`src/rtl/proc_wr_buffer.sv`:
```
// proc_wr_buffer: write-back buffer between a pixel processing stage and a bus master.
// Words from the processing stage land in a first-word-fall-through FIFO; a small
// FSM drains them as bursts of up to BURST_LEN beats to consecutive addresses.
//
// Ports:
//   clk, rst_n                 clock, asynchronous active-low reset
//   wr, data_out               write strobe and word from the processing stage
//   fifo_empty/full/count      FIFO occupancy status
//   start, base_addr           load the output address pointer (honoured in IDLE)
//   flush                      level; allows a partial burst of whatever is queued
//   mstr_req, mstr_gnt         bus request / grant
//   mstr_addr, mstr_wdata      current beat address and data (head of FIFO)
//   mstr_valid, mstr_ready     beat handshake
//   burst_done                 one-cycle pulse after the final beat of a burst
//   overflow                   sticky flag for a write dropped while full
module proc_wr_buffer #(
    parameter int unsigned D_WIDTH   = 32,
    parameter int unsigned DEPTH     = 16,
    parameter int unsigned BURST_LEN = 4
) (
    input  logic                       clk,
    input  logic                       rst_n,
    input  logic                       wr,
    input  logic [D_WIDTH-1:0]         data_out,
    output logic                       fifo_empty,
    output logic                       fifo_full,
    output logic [$clog2(DEPTH):0]     fifo_count,
    input  logic                       start,
    input  logic [31:0]                base_addr,
    input  logic                       flush,
    output logic                       mstr_req,
    input  logic                       mstr_gnt,
    output logic [31:0]                mstr_addr,
    output logic [D_WIDTH-1:0]         mstr_wdata,
    output logic                       mstr_valid,
    input  logic                       mstr_ready,
    output logic                       burst_done,
    output logic                       overflow
);

    localparam int unsigned AW        = $clog2(DEPTH);
    localparam int unsigned CW        = AW + 1;
    localparam logic [31:0] ADDR_STEP = 32'(D_WIDTH / 8);

    typedef enum logic [1:0] {
        IDLE = 2'd0,
        REQ  = 2'd1,
        XFER = 2'd2,
        DONE = 2'd3
    } state_t;

    state_t             state, state_nxt;
    logic [D_WIDTH-1:0] mem [DEPTH];
    logic [AW-1:0]      wr_ptr, rd_ptr;
    logic [CW-1:0]      count_nxt;
    logic [CW-1:0]      beats_left, beats_left_nxt;
    logic [31:0]        addr_nxt;
    logic               overflow_nxt;
    logic               push, pop;

    // Full is the registered flag, so a pop in the same cycle cannot make room for a write.
    assign push = wr && !fifo_full;
    assign pop  = (state == XFER) && mstr_ready;

    assign count_nxt = fifo_count + CW'(push) - CW'(pop);

    // Head entry is always presented on the bus data lines.
    assign mstr_wdata = mem[rd_ptr];

    // FIFO storage; cleared on reset so the head reads zero afterwards.
    always_ff @(posedge clk or negedge rst_n) begin
        if (!rst_n) begin
            for (int i = 0; i < int'(DEPTH); i++) begin
                mem[i] <= '0;
            end
        end else if (push) begin
            mem[wr_ptr] <= data_out;
        end
    end

    // FIFO pointers and occupancy flags; pointers wrap naturally at DEPTH.
    always_ff @(posedge clk or negedge rst_n) begin
        if (!rst_n) begin
            wr_ptr     <= '0;
            rd_ptr     <= '0;
            fifo_count <= '0;
            fifo_empty <= 1'b1;
            fifo_full  <= 1'b0;
        end else begin
            if (push) wr_ptr <= wr_ptr + AW'(1);
            if (pop)  rd_ptr <= rd_ptr + AW'(1);
            fifo_count <= count_nxt;
            fifo_empty <= (count_nxt == '0);
            fifo_full  <= (count_nxt == CW'(DEPTH));
        end
    end

    // Burst FSM next-state and datapath updates.
    always_comb begin
        state_nxt      = state;
        beats_left_nxt = beats_left;
        addr_nxt       = mstr_addr;
        overflow_nxt   = overflow;
        case (state)
            IDLE: begin
                if (start) begin
                    addr_nxt     = base_addr;
                    overflow_nxt = 1'b0;
                end
                if ((fifo_count >= CW'(BURST_LEN)) || (flush && !fifo_empty)) begin
                    state_nxt = REQ;
                end
            end
            REQ: begin
                // No pops happen outside XFER, so the latched length never exceeds occupancy.
                if (mstr_gnt) begin
                    beats_left_nxt = (fifo_count >= CW'(BURST_LEN)) ? CW'(BURST_LEN) : fifo_count;
                    state_nxt      = XFER;
                end
            end
            XFER: begin
                if (mstr_ready) begin
                    beats_left_nxt = beats_left - CW'(1);
                    addr_nxt       = mstr_addr + ADDR_STEP;
                    if (beats_left == CW'(1)) begin
                        state_nxt = DONE;
                    end
                end
            end
            DONE: begin
                state_nxt = IDLE;
            end
            default: begin
                state_nxt = IDLE;
            end
        endcase
        // A drop in the same cycle as start still leaves the flag set.
        if (wr && fifo_full) begin
            overflow_nxt = 1'b1;
        end
    end

    // State register; bus outputs are registered decodes of the next state.
    always_ff @(posedge clk or negedge rst_n) begin
        if (!rst_n) begin
            state      <= IDLE;
            beats_left <= '0;
            mstr_addr  <= '0;
            overflow   <= 1'b0;
            mstr_req   <= 1'b0;
            mstr_valid <= 1'b0;
            burst_done <= 1'b0;
        end else begin
            state      <= state_nxt;
            beats_left <= beats_left_nxt;
            mstr_addr  <= addr_nxt;
            overflow   <= overflow_nxt;
            mstr_req   <= (state_nxt == REQ) || (state_nxt == XFER);
            mstr_valid <= (state_nxt == XFER);
            burst_done <= (state_nxt == DONE);
        end
    end

endmodule

```
`config.mk`:
```
export PLATFORM = sky130hd
export DESIGN_NAME = proc_wr_buffer
export DESIGN_NICKNAME = d
export VERILOG_FILES = /design/src/rtl/proc_wr_buffer.sv
export SDC_FILE = /design/constraint.sdc
export NUM_CORES = 1
export LEC_CHECK = 0
export ABC_AREA = 1
export CELL_PAD_IN_SITES_DETAIL_PLACEMENT = 1
export CELL_PAD_IN_SITES_GLOBAL_PLACEMENT = 1
export CORE_ASPECT_RATIO = 1.25
export CORE_MARGIN = 8
export CORE_UTILIZATION = 49
export DETAILED_ROUTE_END_ITERATION = 10
export GPL_TIMING_DRIVEN = 0
export PLACE_DENSITY = 0.88
export SYNTH_ARGS = -nofsm -noshare
export SYNTH_HDL_FRONTEND = slang
export SYNTH_SLANG_ARGS = --single-unit
```
`constraint.sdc`:
```
create_clock -name clk -period 3.9 [get_ports clk]
set_input_delay 1.17 -clock clk [delete_from_list [all_inputs] [get_ports clk]]
set_output_delay 1.17 -clock clk [all_outputs]
set_load 0.05 [all_outputs]
```
; ---- Word-level counts from Yosys, hierarchy flattened
; Cells that the tools add are included.
[word_totals]
regBits = 570
inputBits = 71
output_inout_bits = 75
word_cells = 90
[op_classes]
add_sub_neg = 6
magnitude_cmp = 4
eq_ne = 11
muxes = 21
bitwise_logic = 2
reduce_logical = 18
[op_table]
columns = op, count
row1 = 512-bit bitwise mux, 1
row2 = 32-bit two-way mux, 5
row3 = 32-bit binary-select mux with 4-bit select, 1
row4 = 32-bit demux with 4-bit select, 1
row5 = 32-bit case mux with 2 select lines, 1
row6 = 32-bit by 3-bit adder with 32-bit output (second input constant), 1
row7 = 5-bit two-way mux, 3
row8 = 5-bit >= comparator (second input constant), 2
row9 = 4-bit inverter with 5-bit output, 2
row10 = 5-bit case mux with 2 select lines, 1
row11 = 4-bit by 1-bit adder with 4-bit output (second input constant), 2
row12 = 2-bit equality test (second input constant), 4
row13 = 2-bit two-way mux, 4
row14 = 2-bit case mux with 4 select lines, 1
row15 = 2-bit nonzero test, 4
row16 = 2-bit != test (second input constant), 3
row17 = 3-bit AND reduction, 2
row18 = 5-bit by 1-bit adder with 5-bit output, 1
row19 = 5-bit by 1-bit equality test with 1-bit output (second input constant), 1
row20 = 5-bit equality test (second input constant), 1
row21 = 5-bit by 3-bit >= comparator with 1-bit output (second input constant), 1
row22 = 1-bit logical AND, 5
row23 = 5-bit zero test, 1
row24 = 5-bit by 1-bit less-than comparator with 1-bit output (second input constant), 1
row25 = 8 further kinds, 13

; ---- Longest topological paths before layout
[depth]
ltp_word = 7
ltp_mapped = 14
mapped_depth_nobuf = 14

; ---- Least setup slack after synthesis
; No wires, ideal clock.
[synth_path]
path_kind = input to register
start = input wr
end = register fifo_full
setup_ps = 71
t_arrival_ps = 2881
t_required_ps = 3829
setup_slack_ps = 948
stages = 12
n_path_buf = 0
cell_sequence = inv_1 nor2_4 inv_4 ha_1 inv_1 ha_1 fa_1 a21oi_1 o21bai_1 xnor2_1 inv_1 nor2_1
[synth_via]
elab_chain_cells = 4
[synth_rtl]
columns = item, line_no
row1 = "start, declared", 23  ; input logic wr,
row2 = 1-bit logical AND, 62  ; assign push = wr && !fifo_full;
row3 = 5-bit by 1-bit adder with 5-bit output, 65  ; assign count_nxt = fifo_count + CW'(push) - CW'(pop);
row4 = 5-bit by 1-bit subtractor with 5-bit output, 65
row5 = net count_nxt[4], 55  ; logic [CW-1:0] count_nxt;
row6 = 5-bit equality test, 94  ; fifo_full <= (count_nxt == CW'(DEPTH));
row7 = "end signal, assigned", 94
row8 = "end, declared", 26  ; output logic fifo_full,
; The timed path passes the listed nets, and every way through them passes these cells.
; A chain may end at the register's enable or synchronous reset.

; ---- Final worst setup path
[layout_path]
start = register rd_ptr[0]
end = output mstr_wdata[0]
[layout_via]
elab_chain_cells = 4
[layout_rtl]
columns = item, line_no
row1 = "start, declared", 54  ; logic [AW-1:0] wr_ptr, rd_ptr;
row2 = "start signal, assigned", 91  ; if (pop) rd_ptr <= rd_ptr + AW'(1);
row3 = 4-bit inverter with 5-bit output (implied by the code), 68  ; assign mstr_wdata = mem[rd_ptr];
row4 = 32-bit binary-select mux with 4-bit select, 68
row5 = 32-bit two-way mux (implied by the code) (2 in a row), 68
row6 = "end, declared", 34  ; output logic [D_WIDTH-1:0] mstr_wdata,
; No other way between the ends. The select of a mux whose other input is x is not followed.

==> results.md <==
Synthesis:
- By count the netlist is led by sky130_fd_sc_hd__o21ai_0, sky130_fd_sc_hd__nand2_1, sky130_fd_sc_hd__dfrtp_1, sky130_fd_sc_hd__nor2_1, sky130_fd_sc_hd__inv_1.
- Among all cell types in the netlist, the one instantiated most often is sky130_fd_sc_hd__o21ai_0.
- The count of distinct cell types in the synthesized netlist is 39.
- The average cell area after synthesis is 8.289 sq um.
- The part of the Yosys area used for sequential elements is 52.69%.
- The share of the synthesized area in the top cell type is 52.60%.
- The net count of the mapped netlist is 3354.
- The gate count after technology mapping is 3266.
- By area the synthesized netlist is led by sky130_fd_sc_hd__dfrtp_1, sky130_fd_sc_hd__o21ai_0, sky130_fd_sc_hd__nand2_1.
- The synthesized design contains 0 enable-type register cells.
- Summed over all instances, the cell type with the most area after synthesis is sky130_fd_sc_hd__dfrtp_1.
- The share of flip-flops with an asynchronous set or reset after synthesis is 100.0%.
- During synthesis, Yosys emitted a total of 0 warnings.
- The synthesized flop and latch total is 570.
- The most used flip-flop cell after synthesis is sky130_fd_sc_hd__dfrtp_1.
- The cell area after synthesis is 0.02707 sq mm.

Floorplanning:
- The die is 226.2 um wide.
- The die area is 0.06307 sq mm.
- The vertical extent of the die is 278.8 um.
- After floorplanning, the core was divided into 96 placement rows.
- The core area is 0.05477 sq mm.
- In this run the count of I/O pins placed on the die edge is 146.
- Once the floorplan was initialized, standard cells occupied 49.43% of the core.

Clock tree:
- The buffer depth of the longest clock path is 3.
- The later pin in the worst-skew pair is clocked with a latency of 0.66 ns.
- The CTS tree is built.
- After clock tree synthesis, the clock-pin slew on the worst setup and hold paths is 0.06 ns.
- The H-tree generated during clock tree synthesis spans 2 levels.
- CTS saw 570 sinks.
- The buffer cell driving the clock tree root is sky130_fd_sc_hd__clkbuf_16.
- The number of buffers inserted during clock tree synthesis is 60.

Placed design:
- Summing all placed instances gives a cell area of 0.02956 sq mm.
- Once detailed placement completed, the half-perimeter wirelength came to 79100 um.
- The number of placed instances, taps included, is 4150.
- The number of port buffers is 145.
- At the end of routability-driven placement, the weighted congestion stood at 0.9324.

Route:
- In the routed design, unresolved DRC markers number 0.
- The via count is 26270.
- The post-route antenna net violation count is 0.
- The via density per instance is 6.172.
- The total routed wirelength is 112100 um.
- In the final routed layout, each cell accounts on average for 26.33 um.
- The number of violations reported at the end of detailed-routing iteration 0 is 2679.
- For this run, the detailed router's first-pass iteration total came to 5.

Hold path:
- The class of the most critical hold timing path is reg -> reg.
- The worst hold path startpoint is mstr_addr[0]$_DFFE_PN0P_.

Critical path:
- The critical path class is reg -> out.
- At the worst endpoint, the arrival time is 2.81 ns.
- STA classifies the critical path startpoint as a register.
- The count of cells along the worst register-to-register path is 13.
- The worst setup slack for register-to-register paths is 0.88 ns.
- Data on the critical path is required at its endpoint by 2.73 ns.
- The startpoint identified for the worst register-to-register timing path is state[1]$_DFF_PN0_.
- The critical path capture point type is an output port.
- The worst register-to-register path ends at fifo_full$_DFF_PN0_.
- The termination of the worst setup path is mstr_wdata[0].
- The largest driver fanout on the critical path is 10.
- In this run the worst setup path begins at rd_ptr[0]$_DFFE_PN0P_.

Finish:
- Excluding fillers, the count of instances in the completed layout stands at 4256.
- The filler cells instantiated in the layout total 6546.
- The number of antenna repair diodes is 0.
- The final layout net count is 3566.
- The share of cells above drive strength 1 is 11.45%.
- The post-layout instance area is 0.03184 sq mm.
- The relative area change from synthesis to final layout is 17.61%.

Global routing:
- In the global route stage, overall resource usage came out at 35.06%.
- The number of global-route vias before repair was 28960.
- After global routing the overflow that remains totals 0.
- The first global-routing pass estimated 169300 um of wire.
- The initial antenna violation count came to 0.
- The pin count of the biggest net entering global routing is 125.

Outcome:
- The flow ran to the end, but the final reports show violations.
- The final reports fail on negative setup slack.

STA:
- The count of endpoints failing setup in the final report is 3.
- At the pin with the least slew margin, the transition time is 0.9698 ns.
- The final count of pins violating max slew is 0.
- The clock arrives with 0.02661 ns of skew.
- After layout, the worst setup slack is -0.08491 ns.
- The total negative slack for setup checks is -0.09568 ns.
- The worst-case hold slack is 0.4823 ns.
- Counting I/O delays and the setup requirement, the final critical path takes 3.985 ns.
- In the finished design, the share of the clock period the worst path needs comes to 102.2%.
- Setup repair after global routing could not meet its margin everywhere.
- The worst pin sits at a relative slew slack of 35.34%.
- The final count of hold timing violations is 0.
- Timing would allow up to 0.2509 GHz.

Power and ir drop:
- The maximum vdd ir drop is 0.6058 mV.
- The power per standard cell area is 1040 mW/mm^2.
- After layout, the design draws a total of 33.10 mW.
- The standby leakage power is 14.57 nW.

Flow run:
- The total of max-cap violations is 0.
-- worst max-delay path, stage by stage (launching register included) --
cell	delay (ns)
sky130_fd_sc_hd__dfrtp_2	0.49
sky130_fd_sc_hd__inv_2	0.15
sky130_fd_sc_hd__buf_6	0.19
sky130_fd_sc_hd__buf_8	0.20
sky130_fd_sc_hd__buf_6	0.18
sky130_fd_sc_hd__nor2_1	0.06
sky130_fd_sc_hd__o221ai_1	0.29
sky130_fd_sc_hd__nand3_1	0.20
sky130_fd_sc_hd__nand2_1	0.19
sky130_fd_sc_hd__buf_4	0.23
-- layout make-up --
class | instances | area, sq um | share of cell area, %
inverter | 241 | 908.4 | 2.853
sequential | 570 | 14270 | 44.81
clock buffer | 84 | 1723 | 5.411
clock inverter | 21 | 294.0 | 0.9235
tap | 735 | 919.6 | 2.888
multi-input combinational | 2206 | 10780 | 33.86
buffer | 249 | 1431 | 4.495
timing repair buffer | 150 | 1516 | 4.763
-- registers in the layout (all words and copies together) (netlist names) --
register and flops:
state 2, fifo_empty 1, mstr_addr 32, wr_ptr 4, overflow 1, fifo_count 5
fifo_full 1, rd_ptr 4, beats_left 5, mstr_valid 1, mem 512, mstr_req 1
burst_done 1
-- stage by stage --
| stage | worst slack, ns | utilization [%] |
|---|---|---|
| 2_1_floorplan | 0.9480 | - |
| 3_3_place_gp | -23.47 | 53.76 |
| 3_5_place_dp | -0.4751 | 53.97 |
| 4_1_cts | -0.03693 | 57.79 |
| 5_1_grt | -0.03996 | 58.13 |
| 6_report | -0.08491 | 58.13 |
-- placed cells by master, fill, tap and decap left out, types with 5 or more instances in the layout --
| master | instances |
|---|---|
| sky130_fd_sc_hd__nand2_1 | 599 |
| sky130_fd_sc_hd__o22ai_1 | 5 |
| sky130_fd_sc_hd__ha_1 | 16 |
| sky130_fd_sc_hd__nor2_1 | 364 |
| sky130_fd_sc_hd__nand2_2 | 14 |
| sky130_fd_sc_hd__bufinv_16 | 7 |
| sky130_fd_sc_hd__dfrtp_1 | 567 |
| sky130_fd_sc_hd__o211ai_1 | 82 |
| sky130_fd_sc_hd__o21ai_1 | 19 |
| sky130_fd_sc_hd__a21oi_2 | 47 |
| sky130_fd_sc_hd__buf_2 | 54 |
| sky130_fd_sc_hd__nor2_4 | 5 |
| sky130_fd_sc_hd__nor2_8 | 8 |
| sky130_fd_sc_hd__o221ai_2 | 6 |
| sky130_fd_sc_hd__xor2_1 | 8 |
| sky130_fd_sc_hd__clkbuf_8 | 12 |
| sky130_fd_sc_hd__a21oi_1 | 201 |
| sky130_fd_sc_hd__o21ai_0 | 625 |
| sky130_fd_sc_hd__buf_6 | 35 |
| sky130_fd_sc_hd__o21bai_1 | 5 |
| sky130_fd_sc_hd__clkinv_2 | 11 |
| sky130_fd_sc_hd__inv_2 | 9 |
| sky130_fd_sc_hd__clkbuf_2 | 32 |
| sky130_fd_sc_hd__clkdlybuf4s50_1 | 112 |
| sky130_fd_sc_hd__clkbuf_4 | 13 |
| sky130_fd_sc_hd__inv_1 | 230 |
| sky130_fd_sc_hd__buf_4 | 54 |
| sky130_fd_sc_hd__nand3_2 | 15 |
| sky130_fd_sc_hd__clkbuf_16 | 61 |
| sky130_fd_sc_hd__or2_2 | 6 |
| sky130_fd_sc_hd__o221ai_1 | 8 |
| sky130_fd_sc_hd__nand4_1 | 5 |
| sky130_fd_sc_hd__clkbuf_1 | 102 |
| sky130_fd_sc_hd__nand3_1 | 154 |
-- metal layers --
metal | GRT usage, % | vias up | share of wire (%)
li1 | - | 11230 | -
met1 | 40.71 | 13140 | 37
met2 | 57.94 | 1412 | 48
met3 | 7.318 | 493 | 8.1
met4 | 23.60 | 0 | 7.2
met5 | 0 | - | 0
-- how the worst min path moves through the flow --
stage / end / slack [ns] / cells after the start
global route: mem[86]$_DFFE_PN0P_ / 0.50 / 2
CTS: mem[9]$_DFFE_PN0P_ / 0.48 / 2
detailed placement: mem[471]$_DFFE_PN0P_ / 0.47 / 2
floorplan: mem[10]$_DFFE_PN0P_ / 0.45 / 2
finish: mstr_addr[0]$_DFFE_PN0P_ / 0.48 / 2
global placement: mem[392]$_DFFE_PN0P_ / 0.46 / 2
-- cell families after synthesis --
logic type | Yosys count | synth area share (%)
buf+inv | 490 | 7.931
fa+ha+maj | 17 | 0.8134
simple gates | 1172 | 17.90
xor+xnor | 11 | 0.3559
flops | 570 | 52.69
compound gates | 1006 | 20.31
-- repair_timing --
item / in CTS / in global routing
setup endpoints to repair: 32 / 32
pin swaps: 1 / 6
hold buffers: 0 / 0
gates resized for setup: 271 / 71
buffers inserted: 0 / 1
-- report_power, final --
part | internal, mW | total (mW) | switching (mW)
Combinational | 4.92 | 16.6 | 11.6
Sequential | 8.77 | 10.5 | 1.72
Clock | 3.52 | 6.04 | 2.52
Total | 17.2 | 33.1 | 15.9
No activity file was read; power rests on OpenSTA's default activity.
